## config.mk

```make
export PLATFORM = sky130hd
export DESIGN_NAME = keypad_scan
export DESIGN_NICKNAME = d
export VERILOG_FILES = /design/src/rtl/keypad_scan.sv
export SDC_FILE = /design/constraint.sdc
export NUM_CORES = 1
export LEC_CHECK = 0
export ABC_AREA = 0
export BUFFER_PORTS_ARGS = -buffer_cell sky130_fd_sc_hd__buf_2
export CORE_UTILIZATION = 40
export DETAILED_ROUTE_END_ITERATION = 16
export MAX_ROUTING_LAYER = met4
export PLACE_DENSITY = 0.57
export SLEW_MARGIN = 40
export SYNTH_ARGS = -nofsm -noshare
export SYNTH_HDL_FRONTEND = slang
export SYNTH_SLANG_ARGS = --single-unit
```

## constraint.sdc

```tcl
create_clock -name clk_1K -period 3.1 [get_ports clk_1K]
set_clock_uncertainty 0.1 [all_clocks]
set_input_delay 0.62 -clock clk_1K [delete_from_list [all_inputs] [get_ports clk_1K]]
set_output_delay 0.62 -clock clk_1K [all_outputs]
set_load 0.05 [all_outputs]
```

## src/rtl/keypad_scan.sv

```systemverilog
// 4x4 matrix-keypad scanner: row sequencing, column synchronization,
// whole-frame debouncing and single-key press events.
module keypad_scan #(
    parameter int unsigned DWELL          = 4,
    parameter int unsigned DEBOUNCE_SCANS = 4
) (
    input  logic        clk_1K,
    input  logic        rst_n,
    input  logic [3:0]  col,
    output logic [3:0]  row,
    output logic [15:0] key_map,
    output logic [3:0]  key_code,
    output logic        key_valid,
    output logic        key_held
);

    localparam int unsigned DW_W = 4;
    localparam int unsigned ST_W = 3;
    localparam logic [DW_W-1:0] DWELL_LAST = DW_W'(DWELL - 1);
    localparam logic [ST_W-1:0] STABLE_MAX = ST_W'(DEBOUNCE_SCANS - 1);

    logic [3:0]      col_q1;
    logic [3:0]      col_q2;
    logic [3:0]      col_s;
    logic [1:0]      row_idx;
    logic [1:0]      row_idx_next;
    logic [DW_W-1:0] dwell_cnt;
    logic [15:0]     raw;
    logic [15:0]     prev_frame;
    logic [ST_W-1:0] stable_cnt;
    logic [ST_W-1:0] stable_next;
    logic [15:0]     frame;
    logic [3:0]      frame_idx;
    logic            sample;
    logic            frame_end;
    logic            update;
    logic            frame_onehot;

    // Two-flop synchronizer; columns idle high, so reset to released.
    always_ff @(posedge clk_1K or negedge rst_n) begin
        if (!rst_n) begin
            col_q1 <= 4'hF;
            col_q2 <= 4'hF;
        end else begin
            col_q1 <= col;
            col_q2 <= col_q1;
        end
    end

    // Frame-end decode, debounce counter update and single-key detection.
    always_comb begin
        col_s        = ~col_q2;
        sample       = (dwell_cnt == DWELL_LAST);
        frame_end    = sample && (row_idx == 2'd3);
        row_idx_next = row_idx + 2'd1;
        frame        = {col_s, raw[11:0]};
        stable_next  = '0;
        if (frame == prev_frame) begin
            stable_next = (stable_cnt == STABLE_MAX) ? STABLE_MAX : stable_cnt + ST_W'(1);
        end
        update       = frame_end && (stable_next == STABLE_MAX);
        frame_onehot = (frame != 16'd0) && ((frame & (frame - 16'd1)) == 16'd0);
        frame_idx    = '0;
        for (int unsigned i = 0; i < 16; i++) begin
            if (frame[i]) begin
                frame_idx = 4'(i);
            end
        end
    end

    // Row sequencer: each row is driven low for DWELL cycles, then the next.
    always_ff @(posedge clk_1K or negedge rst_n) begin
        if (!rst_n) begin
            dwell_cnt <= '0;
            row_idx   <= '0;
            row       <= 4'b1110;
        end else if (sample) begin
            dwell_cnt <= '0;
            row_idx   <= row_idx_next;
            row       <= ~(4'b0001 << row_idx_next);
        end else begin
            dwell_cnt <= dwell_cnt + DW_W'(1);
        end
    end

    // Capture the column nibble of the driven row at the end of its dwell.
    always_ff @(posedge clk_1K or negedge rst_n) begin
        if (!rst_n) begin
            raw <= '0;
        end else if (sample) begin
            raw[4*row_idx +: 4] <= col_s;
        end
    end

    // Whole-frame debounce: key_map follows only a run of identical frames.
    always_ff @(posedge clk_1K or negedge rst_n) begin
        if (!rst_n) begin
            prev_frame <= '0;
            stable_cnt <= '0;
            key_map    <= '0;
            key_held   <= 1'b0;
        end else if (frame_end) begin
            prev_frame <= frame;
            stable_cnt <= stable_next;
            if (update) begin
                key_map  <= frame;
                key_held <= |frame;
            end
        end
    end

    // Press event only for an idle map becoming a single key.
    always_ff @(posedge clk_1K or negedge rst_n) begin
        if (!rst_n) begin
            key_valid <= 1'b0;
            key_code  <= '0;
        end else begin
            key_valid <= 1'b0;
            if (update && (key_map == 16'd0) && frame_onehot) begin
                key_valid <= 1'b1;
                key_code  <= frame_idx;
            end
        end
    end

endmodule

```

Word-level counts from Yosys, hierarchy flattened
Index checks and enable logic that the tools add are counted.
Storage, ports and cells
  bits in registers: 75
  input bits: 6
  output and inout bits: 26
  word-level logic and storage cells: 58
Operators by class
  add/sub/neg operators: 5
  equality and inequality tests: 5
  shift-type cells: 3
  multiplexer cells: 20
  bitwise operators: 3
  reductions and logical operators: 10
Operators by type and width (number)
  $mux W4: 13
  $neg A4 Y34: 1
  $shift A4 B34 Y16 const A: 1
  $shiftx A4 B34 Y16: 1
  $logic_not A16 Y1: 2
  $and A16 B16 Y16: 1
  $bwmux W16: 1
  $eq A16 B16 Y1: 1
  $reduce_bool A16 Y1: 1
  $reduce_or A16 Y1: 1
  $sub A16 B1 Y16 const B: 1
  $not A4 Y4: 2
  $eq A3 B2 Y1 const B: 2
  $mux W3: 2
  $logic_and A1 B1 Y1: 5
  $add A4 B1 Y4 const B: 1
  $eq A4 B2 Y1 const B: 1
  $mux W2: 2
  $shl A1 B2 Y4 const A: 1
  $add A3 B1 Y3 const B: 1
  $add A2 B1 Y2 const B: 1
  $eq A2 B2 Y1 const B: 1
  $mux W1: 2
  $reduce_and A2 Y1: 1

Depth between registers and ports, before layout
  depth after elaboration: 15
  gate-level depth with buffers: 8
  gate-level depth less buffers: 6

Worst setup path after synthesis
Ideal clock, no wire load.
  path kind: register -> register
  start point: reg col_q2[2]
  end point: reg key_code[0]
  library setup time: 0.125 ns
  arrival time: 2.057 ns
  required time: 2.875 ns
  setup slack: 0.818 ns
  stages on the path, launching flop included: 8
  path buffers: 1
  clock period less this slack: 2.282 ns
  cells stage by stage: dfstp_2 -> buf_2 -> xnor2_1 -> nor4_2 -> nand4_2 -> nor3_4 -> and4bb_4 -> mux2_4
On the way
  cells in the longest elaborated chain, start to end: 7
  elaborated cells on any way between the ends: 14
  classes of those cells: add/sub (1); eq/ne (2); mux (3); bitwise (2); reduce/logical (6)
Ends and longest elaborated chain
  start, declared: line 23  | logic [3:0] col_q2;
  start signal, assigned: line 46  | col_q2 <= col_q1;
  $not A4 Y4 *: line 52  | col_s = ~col_q2;
  branches (longest 6 deep; another with $sub A16 B1 Y16)
  end signal, assigned: line 121  | key_code <= frame_idx;
  end, declared: line 12  | output logic [3:0] key_code,
Mark *: on every way between the ends.
A chain may end at the register's enable or synchronous reset.

Worst setup path in the final report
  start point: reg raw[5]
  end point: reg key_code[3]
On the way
  cells in the longest elaborated chain, start to end: 11
  elaborated cells on any way between the ends: 22
  classes of those cells: add/sub (1); eq/ne (2); mux (12); bitwise (1); reduce/logical (6)
Ends and longest elaborated chain
  start, declared: line 28  | logic [15:0] raw;
  start signal, assigned by index: line 91  | raw[4*row_idx +: 4] <= col_s;
  branches (longest 11 deep; another with $sub A16 B1 Y16)
Several ways; the timed one is not identified.

==> metrics.cfg <==
[synthesis]
synth_fp_nets=312
synth_top_family_by_area=simple AND/OR/NAND/NOR gates
synth-xor-area-share=0.0460
synth-seq-cells=71
synth_simple_gate_area_frac=0.156
synthesis.area_um2=3420
synth.mux.area_fraction=0.0961
synthFlopType=dfrtp_1
syn-instance-count=299
synth_seq_area_share=0.523
async_reset_ff_frac=1.00
synth_fa_ha_area_frac=0.0318
yosys_warnings=0
synth_compound_area_frac=0.0957
ys_types=48
synth_edf_count=0
postSynthAreaPerCell_um2=11.5

[sta]
final.setup.tns_ns=0
max_freq_mhz=397
hold_viol_final=0
slew_headroom=0.680
worst_slack_ns=0.583
period_share=0.812
whs_ns=0.115
rsz0062_at_grt=no
setup_viol=0
worst_slew_pin_slew_ns=0.475
period_minus_slack_ns=2.52
slew_viol_final=0

[power]
p_switching_uw=475
p_int_uw=1460
seqPwrFrac=0.517
pwr-share-comb=0.046
vdd_drop_max_mv=0.342
total_power_uw=1930
clock_power_share=0.436
p_leak_uw=0.00178
power.density_nw_per_um2=505
swShare=0.246

[placement]
place_ws_ns=0.587
routabilityCongestion=0.838
hpwl_mm=4.86
dpl_cell_area_um2=3590
port_buffers=31

[worst_setup_path]
crit_chain=nor4_2 > nand4b_2 > nor3b_1 > o21ai_1 > and4bb_4 > mux2_4
reg2reg_from=raw[5]
crit_type=flop to flop
crit_family=simple AND/OR/NAND/NOR gates
path_max_fanout=10
worstPathArrival_ns=2.66
end_kind=flop
startpoint=raw[5]
critPathLaunchType=flop
worst-path-buf-inv=0
cpPeakStageDelay_ns=0.53
crit_slowest_cell=dfrtp_1
cp.required_ns=3.24

[finish]
stdcell_area_um2=3820
drive_above_1_share=0.313
fill_cells=825
antennaDiodeCount=0
syn_to_final_growth_pct=11.7
nets=337

[die]
die_h_um=94.5
coreArea_um2=8260
die_area_um2=8930
ios=32
die_x_um=94.5
start_util=0.415
rows=33

[min_path]
worstHoldPathType=primary input to asynchronous set/reset pin

[route]
antenna_left=0
routed_wl_mm=6.97
initialDrtViolationCount=84
drtPass1Iterations=4
drt-wirelength-per-cell_um=16.1
routed_via_density=5.26
vias=2284
drc=0

[clock_network]
cts_hold_buf=0
clock_path_buffers=2
cts_setup_buffers=0
h-tree-depth=3
cts_buffers=9
insertion_delay_ns=0.35
path_clk_slew_ns=0.08
cts_tree=yes
root_buffer=clkbuf_8
cts_resized=0
cts.sinks=71

[global_routing]
grt_pass1_wl_mm=11.4
grt_usage=0.178
grt_overflow=0
grt_max_degree=33
antenna_found_initial=0
grt_pass1_vias=2122

[run_status]
outcome=completed

[flow_run]
cap_violations=0

## metrics by stage
step | instances | utilization
floorplan | 299 | -
global route | 434 | 0.463
CTS | 434 | 0.463
finish | 434 | 0.463
global placement | 418 | 0.435
detailed placement | 418 | 0.435
## cell type report
type                       instances  area (um2)  area share
clock inverter                     7         104      0.0272
tap                              105         131      0.0343
clock buffer                       9         124      0.0324
multi-input combinational        199        1460       0.381
inverter                           8        30.0     0.00785
sequential                        71        1790       0.468
timing repair buffer              35         188      0.0491
## power groups by stage
stage	registers, uW	clock network, uW	logic (uW)
after floorplan	981	0	90.7
after detailed placement	1020	0	92.5
after global routing	1000	899	102
after CTS	998	870	92.7
after global placement	1020	0	91.7
final	998	843	89.6
## registers in the layout, indices dropped and copies added, names as in the netlist, 4 cells and up
| name | count |
|---|---|
| key_code | 4 |
| prev_frame | 16 |
| dwell_cnt | 4 |
| key_map | 16 |
| row | 4 |
| col_q2 | 4 |
| raw | 12 |
| col_q1 | 4 |
## path summary, 6_finish.rpt
path / to / slack [ns] / depth (start not counted)
max in group asynchronous: col_q2[2] / 2.09 / 2
hold / removal: prev_frame[7] / 0.11 / 1
setup reg to reg: key_code[3] / 0.58 / 6
hold reg to reg: col_q2[0] / 0.26 / 0
min in group clk_1K: col_q2[0] / 0.26 / 0
setup / recovery: key_code[3] / 0.58 / 6
## kinds of logic after synthesis
logic type	after synthesis
flip-flops	71
AO/OA/AOI/OAI	53
multiplexers	28
buffers and inverters	29
XOR/XNOR	18
adder cells (fa/ha/maj)	9
AND/OR/NAND/NOR	91
## synthesized netlist by cell type (2+ instances only)
master | number | area share
nor4_2 | 5 | 0.018
xor2_1 | 12 | 0.031
nand3b_1 | 3 | 0.0066
nand2_1 | 39 | 0.043
nand2b_1 | 2 | 0.0037
nor2_1 | 13 | 0.014
buf_6 | 7 | 0.023
ha_1 | 7 | 0.026
inv_1 | 8 | 0.0088
dfrtp_1 | 60 | 0.44
dfstp_2 | 11 | 0.084
a21oi_1 | 2 | 0.0029
nand3_1 | 3 | 0.0044
o31ai_1 | 13 | 0.028
o21ai_0 | 26 | 0.038
mux2_4 | 4 | 0.018
clkbuf_1 | 4 | 0.0044
mux2_2 | 23 | 0.076
nor4_1 | 10 | 0.018
nor4_4 | 2 | 0.012
a211oi_1 | 3 | 0.0066
buf_2 | 9 | 0.013
xnor2_1 | 6 | 0.015
nor3_1 | 3 | 0.0044
## layout by cell type, fill, tap and decap left out, types with 2 or more instances in the layout
| cell | instances |
|---|---|
| dfrtp_1 | 60 |
| nor4_1 | 10 |
| o21ai_0 | 26 |
| dfstp_2 | 11 |
| nand3_1 | 3 |
| xnor2_1 | 6 |
| nand2_1 | 39 |
| nor4_2 | 5 |
| nand2b_1 | 2 |
| nor3_1 | 3 |
| buf_4 | 5 |
| inv_6 | 2 |
| mux2_2 | 23 |
| mux2_4 | 4 |
| clkbuf_8 | 9 |
| nor4_4 | 2 |
| o31ai_1 | 13 |
| nor2_1 | 13 |
| clkinvlp_4 | 2 |
| a211oi_1 | 3 |
| a21oi_1 | 2 |
| bufinv_16 | 2 |
| ha_1 | 7 |
| buf_2 | 30 |
| inv_1 | 8 |
| nand3b_1 | 3 |
| xor2_1 | 12 |
## per-layer routing
| layer | GRT usage | wire length (um) |
|---|---|---|
| met3 | 0.0507 | 264 |
| met5 | - | 0 |
| met2 | 0.274 | 3320 |
| met1 | 0.223 | 3240 |
| met4 | 0.0682 | 150 |
(Power assumes the default switching activity.)
